## src/rtl/pc88_loader_sink.sv

```systemverilog
// Loader responder: packs loader bytes into 16-bit SDRAM word writes via a pending word buffer.
// Latency: partial-word byte ACKs 3 cycles after LOADER_WR; word-completing byte ACKs 1 cycle after the cycle mem_ack is sampled.
// Backpressure: LOADER_ACK withheld while a mem write is outstanding; mem_req/addr/wdat/be held until mem_ack.
module pc88_loader_sink #(
    parameter int                ADDR_W = 22,
    parameter logic [ADDR_W-1:0] BASE   = '0
) (
    input  logic              clk21m,
    input  logic              rstn,
    input  logic [18:0]       LOADER_ADR,
    input  logic [7:0]        LOADER_WDAT,
    input  logic              LOADER_OE,
    input  logic              LOADER_WR,
    output logic              LOADER_ACK,
    output logic              mem_req,
    output logic [ADDR_W-1:0] mem_addr,
    output logic [15:0]       mem_wdat,
    output logic [1:0]        mem_be,
    input  logic              mem_ack,
    output logic              load_busy,
    output logic              load_done
);

    localparam logic [2:0] S_IDLE    = 3'd0;
    localparam logic [2:0] S_DECIDE  = 3'd1;
    localparam logic [2:0] S_WRITE   = 3'd2;
    localparam logic [2:0] S_FLUSH_W = 3'd3;
    localparam logic [2:0] S_ACKH    = 3'd4;
    localparam logic [2:0] S_FLUSH_E = 3'd5;

    logic [2:0]        state;
    logic [18:0]       req_adr;
    logic [7:0]        req_dat;
    logic              pend_v;
    logic [ADDR_W-1:0] pend_wa;
    logic [15:0]       pend_d;
    logic [1:0]        pend_be;
    logic              oe_q;
    logic              eod;
    logic              ack_q;
    logic              req_q;
    logic              done_q;

    // Word address wraps at ADDR_W bits; no saturation.
    logic [ADDR_W-1:0] req_wa;
    logic [1:0]        lane_be;
    logic [1:0]        merged_be;
    logic [15:0]       merged_d;
    logic              oe_fall;
    logic              oe_rise;

    assign req_wa    = BASE + ADDR_W'(req_adr[18:1]);
    assign lane_be   = req_adr[0] ? 2'b10 : 2'b01;
    // pend_be/pend_d are zeroed whenever the buffer empties, so OR-merge is safe.
    assign merged_be = pend_be | lane_be;
    assign merged_d  = req_adr[0] ? {req_dat, pend_d[7:0]} : {pend_d[15:8], req_dat};
    assign oe_fall   = oe_q & ~LOADER_OE;
    assign oe_rise   = ~oe_q & LOADER_OE;

    assign LOADER_ACK = ack_q;
    assign mem_req    = req_q;
    assign mem_addr   = pend_wa;
    assign mem_wdat   = pend_d;
    assign mem_be     = pend_be;
    assign load_done  = done_q;
    assign load_busy  = (state != S_IDLE) | eod;

    // Delayed LOADER_OE for edge detection.
    always_ff @(posedge clk21m or negedge rstn) begin
        if (!rstn) oe_q <= 1'b0;
        else       oe_q <= LOADER_OE;
    end

    // Handshake FSM, pending word buffer and end-of-download bookkeeping.
    always_ff @(posedge clk21m or negedge rstn) begin
        if (!rstn) begin
            state   <= S_IDLE;
            req_adr <= '0;
            req_dat <= '0;
            pend_v  <= 1'b0;
            pend_wa <= '0;
            pend_d  <= '0;
            pend_be <= '0;
            eod     <= 1'b0;
            ack_q   <= 1'b0;
            req_q   <= 1'b0;
            done_q  <= 1'b0;
        end else begin
            case (state)
                S_IDLE: begin
                    if (eod) begin
                        if (pend_v) begin
                            req_q <= 1'b1;
                            state <= S_FLUSH_E;
                        end else begin
                            done_q <= 1'b1;
                            eod    <= 1'b0;
                        end
                    end else if (LOADER_WR && !ack_q && LOADER_OE) begin
                        req_adr <= LOADER_ADR;
                        req_dat <= LOADER_WDAT;
                        state   <= S_DECIDE;
                    end
                end
                S_DECIDE: begin
                    if (pend_v && (pend_wa != req_wa)) begin
                        // Old word must go out first; the captured byte is re-decided afterwards.
                        req_q <= 1'b1;
                        state <= S_FLUSH_W;
                    end else begin
                        pend_v  <= 1'b1;
                        pend_wa <= req_wa;
                        pend_d  <= merged_d;
                        pend_be <= merged_be;
                        if (merged_be == 2'b11) begin
                            req_q <= 1'b1;
                            state <= S_WRITE;
                        end else begin
                            state <= S_ACKH;
                        end
                    end
                end
                S_WRITE, S_FLUSH_W, S_FLUSH_E: begin
                    if (mem_ack) begin
                        req_q   <= 1'b0;
                        pend_v  <= 1'b0;
                        pend_d  <= '0;
                        pend_be <= '0;
                        if (state == S_WRITE) begin
                            state <= S_ACKH;
                        end else if (state == S_FLUSH_W) begin
                            state <= S_DECIDE;
                        end else begin
                            state  <= S_IDLE;
                            done_q <= 1'b1;
                            eod    <= 1'b0;
                        end
                    end
                end
                S_ACKH: begin
                    if (LOADER_WR) begin
                        ack_q <= 1'b1;
                    end else begin
                        ack_q <= 1'b0;
                        state <= S_IDLE;
                    end
                end
                default: state <= S_IDLE;
            endcase
            // A falling OE is remembered even mid-transaction; restart clears done.
            if (oe_fall) eod <= 1'b1;
            if (oe_rise) done_q <= 1'b0;
        end
    end

endmodule

```

## config.mk

```make
export PLATFORM = sky130hd
export DESIGN_NAME = pc88_loader_sink
export DESIGN_NICKNAME = d
export VERILOG_FILES = /design/src/rtl/pc88_loader_sink.sv
export SDC_FILE = /design/constraint.sdc
export NUM_CORES = 1
export LEC_CHECK = 0
export CORE_MARGIN = 2
export CORE_UTILIZATION = 45
export CTS_CLUSTER_DIAMETER = 40
export DETAILED_ROUTE_END_ITERATION = 12
export PLACE_DENSITY = 0.85
export RECOVER_POWER = 100
export SLEW_MARGIN = 25
export SYNTH_ARGS = -nofsm -noshare
export SYNTH_HDL_FRONTEND = slang
export SYNTH_SLANG_ARGS = --single-unit
```

## constraint.sdc

```tcl
create_clock -name clk21m -period 5.2 [get_ports clk21m]
set_input_delay 1.56 -clock clk21m [delete_from_list [all_inputs] [get_ports clk21m]]
set_output_delay 1.56 -clock clk21m [all_outputs]
set_load 0.02 [all_outputs]
```

==> summary.md, run 1 <==
| Metric | Value |
|---|---|
| Met1 WL | 2990 µm |
| Port Buf Inserts | 71 |
| Cell variety after synth | 36 |
| CP required | approximately 5.4 ns |
| Critical path type | input port to flop |
| I/O pin total | 76 |
| Final wirelength | 6710 µm |
| Residual DRC count | 0 |
| Total congestion overflow | 0 |
| P&R area growth vs syn | 27.7% |
| Via Count | between 2000 and 2500 |
| # H-tree levels | 3 |
| Post-synthesis mux area share | 20.7% |
| Routed length on met3 | 285 µm |
| CTS tree | built |
| CP delay by family, top | buffers and inverters |
| Hold buffers post-CTS | 0 |
| Drt wl/cell | around 16 µm |
| Clock Power Share | between 10% and 20% |
| TNS Setup | 0 ns |
| Post-synth top area cell | dfrtp_1 |
| Clk Latency, worst-skew pair | between 0.3 and 0.4 ns |
| Cell at the root of the clock tree | clkbuf_8 |
| RePlAce Congestion | 0.857 |
| Cells after Synth | 246 |
| Half-perimeter wire length after placement | ~4600 µm |
| Area after DPL | 0.00399 mm² |
| Crit path buffers/inverters | 2 |
| Tot GR Track Use | 18.8% |
| Critical path peak fanout | 28 |
| Total power | between 2 and 3 mW |
| Power per cell area | 622 mW/mm² |
| Startpoint Class | input port |
| Largest family of logic cells by synthesized area | multiplexers |
| Failing checks | max-capacitance violations, max-slew violations |
| Internal power | 1.57 mW |
| Hold Path Class | flop to flop |
| Max Clk Rate | 262 MHz |
| RSZ-0062 raised after global routing | false |
| DR top layer | met4 |
| Core ar. | 0.00687 mm² |
| Slew margin rel. | -12.9% |
| Async SR Flop Fraction | 100% |
| Top post-synthesis cells by area | dfrtp_1 (56%), mux2_2 (10%), mux2_4 (8.4%) |
| Most common cell in the netlist | dfrtp_1 |
| Die W | 88.6 µm |
| Post-synthesis xor/xnor area fraction | 4.90% |
| Synth Area in Simple Gates | 6.92% |
| Adder-cell share of the synthesized area | 0% |
| Drt first pass iters | 4 |
| Top cell type's share of synthesized area | 56.0% |
| Final hold vios | 0 |
| Synth Register Bits | a little over 70 |
| Status | finished with violations |
| CTS max path bufs | 2 |
| Post-Layout Inst Area | ~0.004 mm² |
| Clock skew | 0.00678 ns |
| YS warnings | 0 |
| Final min period | 3.82 ns |
| Slowest cell on crit path | clkbuf_1 |
| Synthesized area | 0.00322 mm² |
| Switch Pwr | ~0.98 mW |
| Initial antenna violation count | 0 |
| First-pass GRT wire length | 11000 µm |
| Ratio of cells with drive above 1 in the final layout | between 15 and 20% |
| Synth top cells by count | dfrtp_1 (72), mux2_2 (29), nand2_1 (20) |
| Switch share | 38.4% |
| Critical Path Sink Type | flop |
| Sequential share of power | 41.6% |
| Clock slew seen by the registers of the worst setup and hold paths | 0.08 ns |
| Avg Cell Area, Syn | 13.1 µm² |
| Post-CTS Setup Inserts | 0 |
| Pins Over Slew Limit | 63 |
| Top FF cell, synth | dfrtp_1 |
| Seq/Total Area, Yosys | 56.0% |
| Vias in the first global route | 2227 |
| Post-synth EDFFs | 0 |
| Filler instances | 579 |
| Part of the power in combinational logic | between 40% and 50% |
| Vias per cell | 5.15 |
| CP arrival | 4.04 ns |
| Crit share post-route | 73.5% |
| Max-cap viol count | 2 |
| TritonCTS Buffers | 9 |
| DRT iter0 DRCs | 103 |
| Final ANT Viol Nets | 0 |
| Die height | 88.6 µm |
| Finish-stage setup viols | 0 |
| Met2 wire length | about 3300 µm |
| Row count | 30 |
| Post-CTS sizing | 0 |
| Actual slew at the worst max-slew pin | 1.69 ns |
| Lkg Pwr | 1.96 nW |
| VDD IR-drop max | 0.000250 V |
| Largest stage delay, worst path | 1.19 ns |
| Layout Nets | ~350 |
| Synth Area in Compound Gates | slightly above 8% |
| Crit-path cells | dlygate4sd3_1 > nand2_1 > nor3_4 > clkbuf_1 > mux2_2 |
| Die ar. | approximately 0.0078 mm² |
| Pin count of the biggest net entering global routing | roughly 40 |
| # diodes | 0 |
| Initial Utilization | a little under half |
| Sink Count | 72 |
==> power groups by stage <==
stage | registers, mW | clock network, mW | logic (mW)
6_report | 1.06 | 0.444 | 1.05
5_1_grt | 1.11 | 0.472 | 1.14
4_1_cts | 1.08 | 0.450 | 1.19
3_5_place_dp | 1.08 | 0 | 1.18
3_3_place_gp | 1.07 | 0 | 1.15
2_1_floorplan | 1.17 | 0 | 0.636
==> sequential cells by signal, summed over array words and instances (netlist names) <==
register    count
req_adr        19
mem_addr       18
mem_wdat       16
req_dat         8
state           3
mem_be          2
LOADER_ACK      1
eod             1
load_done       1
mem_req         1
oe_q            1
pend_v          1
==> worst register-to-register path, stage by stage, from the launching register on <==
cell and delay, ns:
dfrtp_1 0.50, nor2_1 0.21, nand2_1 0.15, nor3_4 0.17, clkbuf_1 1.19, mux2_2 0.47
==> final timing paths <==
path	slack, ns	depth (start not counted)	from	end
setup / recovery	1.38	5	LOADER_OE	req_adr[8]
hold / removal	0.52	2	oe_q	load_done
setup reg to reg	2.41	5	state[0]	req_adr[8]
hold reg to reg	0.52	2	oe_q	load_done
max in group asynchronous	1.79	2	rstn	req_adr[0]
min in group asynchronous	1.65	1	rstn	req_adr[4]
==> logic make-up after synthesis <==
group,Yosys count
flops,72
mux,54
simple gates,45
compound gates,38
xor+xnor,18
buf+inv,18
other cells,1
==> cell type report <==
cell class / instances / area (µm²) / area share (%)
Clock buffer: 11 / 141 / 3.44
Clock inverter: 5 / 56.3 / 1.37
Inverter: 4 / 15.0 / 0.366
Multi-Input combinational cell: 159 / 1260 / 30.6
Sequential cell: 72 / 1800 / 43.9
Tap cell: 96 / 120 / 2.92
Timing Repair Buffer: 74 / 717 / 17.5
==> per-stage QoR <==
stage / instances / worst slack (ns) / util (%) / hold slack, ns
after floorplan: 249 / 2.53 / - / 0.483
after global placement: 405 / 1.90 / 58.1 / 0.505
after detailed placement: 405 / 1.80 / 58.1 / 0.509
final: 421 / 1.38 / 59.8 / 0.520
after global routing: 421 / 1.18 / 59.8 / 0.546
after CTS: 421 / 1.85 / 61.0 / 0.526
==> layer usage <==
layer | vias to the layer above | track usage [%]
li1 | 1014 | -
met1 | 1076 | 25.4
met2 | 66 | 29.7
met3 | 11 | 3.54
met4 | 0 | 8.13
met5 | - | 0
==> layout by cell type (no fill, tap or decap), types with 3 or more instances in the layout <==
master,instances
xor2_1,16
nor3_1,3
inv_1,4
mux2_1,17
clkdlybuf4s50_1,27
a21o_1,3
a21oi_1,7
clkbuf_1,4
nor2_1,6
mux2i_1,7
conb_1,4
o21ai_0,11
dlygate4sd3_1,43
mux2_2,29
nand3_1,4
nor4_1,4
dfrtp_1,72
clkbuf_8,10
nand2_1,20
a32o_1,10
No activity file was read; power rests on OpenSTA's default activity.
==> run 2: changes to the inputs <==
--- a/config.mk
+++ b/config.mk
@@ -9,7 +9,7 @@
 export CORE_UTILIZATION = 45
 export CTS_CLUSTER_DIAMETER = 40
 export DETAILED_ROUTE_END_ITERATION = 12
-export PLACE_DENSITY = 0.85
+export PLACE_DENSITY = 0.88
 export RECOVER_POWER = 100
 export SLEW_MARGIN = 25
 export SYNTH_ARGS = -nofsm -noshare
==> constraint.sdc (replaced) <==
create_clock -name clk21m -period 3.4 [get_ports clk21m]
set_input_delay 1.02 -clock clk21m [delete_from_list [all_inputs] [get_ports clk21m]]
set_output_delay 1.02 -clock clk21m [all_outputs]
set_load 0.02 [all_outputs]
==> run 2 against run 1 <==
The run still ends with max-capacitance violations, max-slew violations left. Non-clock buffer count increased by 1. Combinational power grew 55%. Highest routed layer unchanged. Register-to-register slack worse by 1.7 ns.
==> summary.md, run 2 (synthesis results as in run 1) <==
| Metric | Value |
|---|---|
| Status | finished with violations |
| Failing checks | max-capacitance violations, max-slew violations |
| Area after DPL | 0.00401 mm² |
| Critical Path Sink Type | output port |
| Actual slew at the worst max-slew pin | around 2.0 ns |
| Clock skew | 0.0147 ns |
| Hold depth | 2 |
| Final min period | between 2 and 3 ns |
| Core ar. | ~0.0069 mm² |
| # diodes | 0 |
| CTS max path bufs | 2 |
| CP arrival | 1.83 ns |
| Sink Count | 72 |
| Post-Layout Inst Area | ~0.0042 mm² |
| Clock slew seen by the registers of the worst setup and hold paths | 0.08 ns |
| Lkg Pwr | 1.99 nW |
| Pin count of the biggest net entering global routing | 38 |
| Finish-stage setup viols | 0 |
| Area of the multi-input gates | 0.00125 mm² |
| Min-delay src | mem_wdat[12] |
| Initial Utilization | 46.8% |
| Commonest non-fill, non-tap cell in the layout | dfrtp_1 |
| Worst r2r src | req_adr[1] |
| Initial antenna violation count | 0 |
| Total power | 4.07 mW |
| Layout Nets | 353 |
| Cell at the root of the clock tree | clkbuf_8 |
| # H-tree levels | 3 |
| Residual DRC count | 0 |
| Final WS setup | roughly 0.55 ns |
| Commonest cells after routing, fill and taps aside | dfrtp_1 (72), dlygate4sd3_1 (43), mux2_2 (29) |
| Post-CTS sizing | 0 |
| Row count | 30 |
| Post-Place Worst Slack | 0.488 ns |
| Vias in the first global route | 2331 |
| Hold buffers post-CTS | 0 |
| Critical path type | flop to output port |
| CP required | 2.38 ns |
| R2R Path End | mem_wdat[13] |
| Max Clk Rate | 351 MHz |
| Filler instances | 567 |
| Die height | 88.6 µm |
| Vias per cell | 5.27 |
| Total congestion overflow | 0 |
| Half-perimeter wire length after placement | 4730 µm |
| Final ANT Viol Nets | 0 |
| DRT iter0 DRCs | 94 |
| Post-CTS Setup Inserts | 0 |
| Critical path peak fanout | 11 |
| Drt first pass iters | 5 |
| Clk Latency, worst-skew pair | 0.35 ns |
| Final hold vios | 0 |
| P&R area growth vs syn | 29.5% |
| Max-cap viol count | 1 |
| TNS Setup | 0 ns |
| First-pass GRT wire length | about 11000 µm |
| Register area | 0.00180 mm² |
| Via Count | between 2000 and 2500 |
| Drt wl/cell | 16.0 µm |
| Final wirelength | 6770 µm |
| Ratio of cells with drive above 1 in the final layout | 15.3% |
| TritonCTS Buffers | 9 |
| Startpoint Class | flop |
| VDD IR-drop max | 0.000448 V |
| Register-to-register setup slack | 0.73 ns |
| CTS tree | built |
| Tot GR Track Use | 18.7% |
| Port Buf Inserts | 71 |
| RSZ-0062 raised after global routing | false |
| Hold EP | mem_wdat[12] |
| Crit share post-route | 83.8% |
| Die W | 88.6 µm |
| Biggest register | req_adr |
| RePlAce Congestion | 0.834 |
| Die ar. | 0.00784 mm² |
| Largest register FFs | 19 |
| Hold Path Class | flop to flop |
| Pins Over Slew Limit | 36 |
| I/O pin total | 76 |
| Slew margin rel. | -36.5% |
| Power per cell area | 976 mW/mm² |
| R2r worst-path depth | 6 |
run 2: how the worst max path moves through the flow:
stage / from / end / slack (ns) / depth (start not counted)
6_report: state[0] / load_busy / 0.55 / 3
3_3_place_gp: mem_ack / mem_wdat[5] / 0.61 / 5
2_1_floorplan: LOADER_OE / req_adr[1] / 1.27 / 4
5_1_grt: LOADER_OE / req_adr[1] / 0.47 / 5
3_5_place_dp: mem_ack / mem_wdat[3] / 0.49 / 5
4_1_cts: state[0] / load_busy / 0.56 / 3
run 2: where the power goes:
part	switching, mW	internal [mW]
clock	0.318	0.508
combinational	0.823	0.804
sequential	0.360	1.25
total	1.50	2.56
run 2: final cells by class:
cell class	instances	share of cell area (%)
flip-flops and latches	72	43.2
multi-input cells	159	30.0
repair buffers	75	17.7
clock buffers	11	3.39
well taps	96	2.88
clock inverters	5	2.49
inverters	4	0.360
run 2: critical path, cell delays in order, from the launching register on:
cell           delay, ns
dfrtp_1             0.50
nor2_1              0.19
nand2_1             0.13
dlygate4sd3_1       0.67
run 2: metal layers:
| layer | GRT usage [%] | share of wire, % |
|---|---|---|
| met5 | 0 | 0 |
| met3 | 3.54 | 4.5 |
| met4 | 8.95 | 2.0 |
| met1 | 24.4 | 44 |
| met2 | 30.1 | 50 |
run 2: through the flow:
step | hold WS (ns) | instances | util [%]
after floorplan | 0.483 | 249 | -
after global placement | 0.500 | 406 | 58.4
after detailed placement | 0.504 | 406 | 58.4
after CTS | 0.525 | 422 | 61.9
after global routing | 0.552 | 422 | 60.7
final | 0.520 | 422 | 60.7
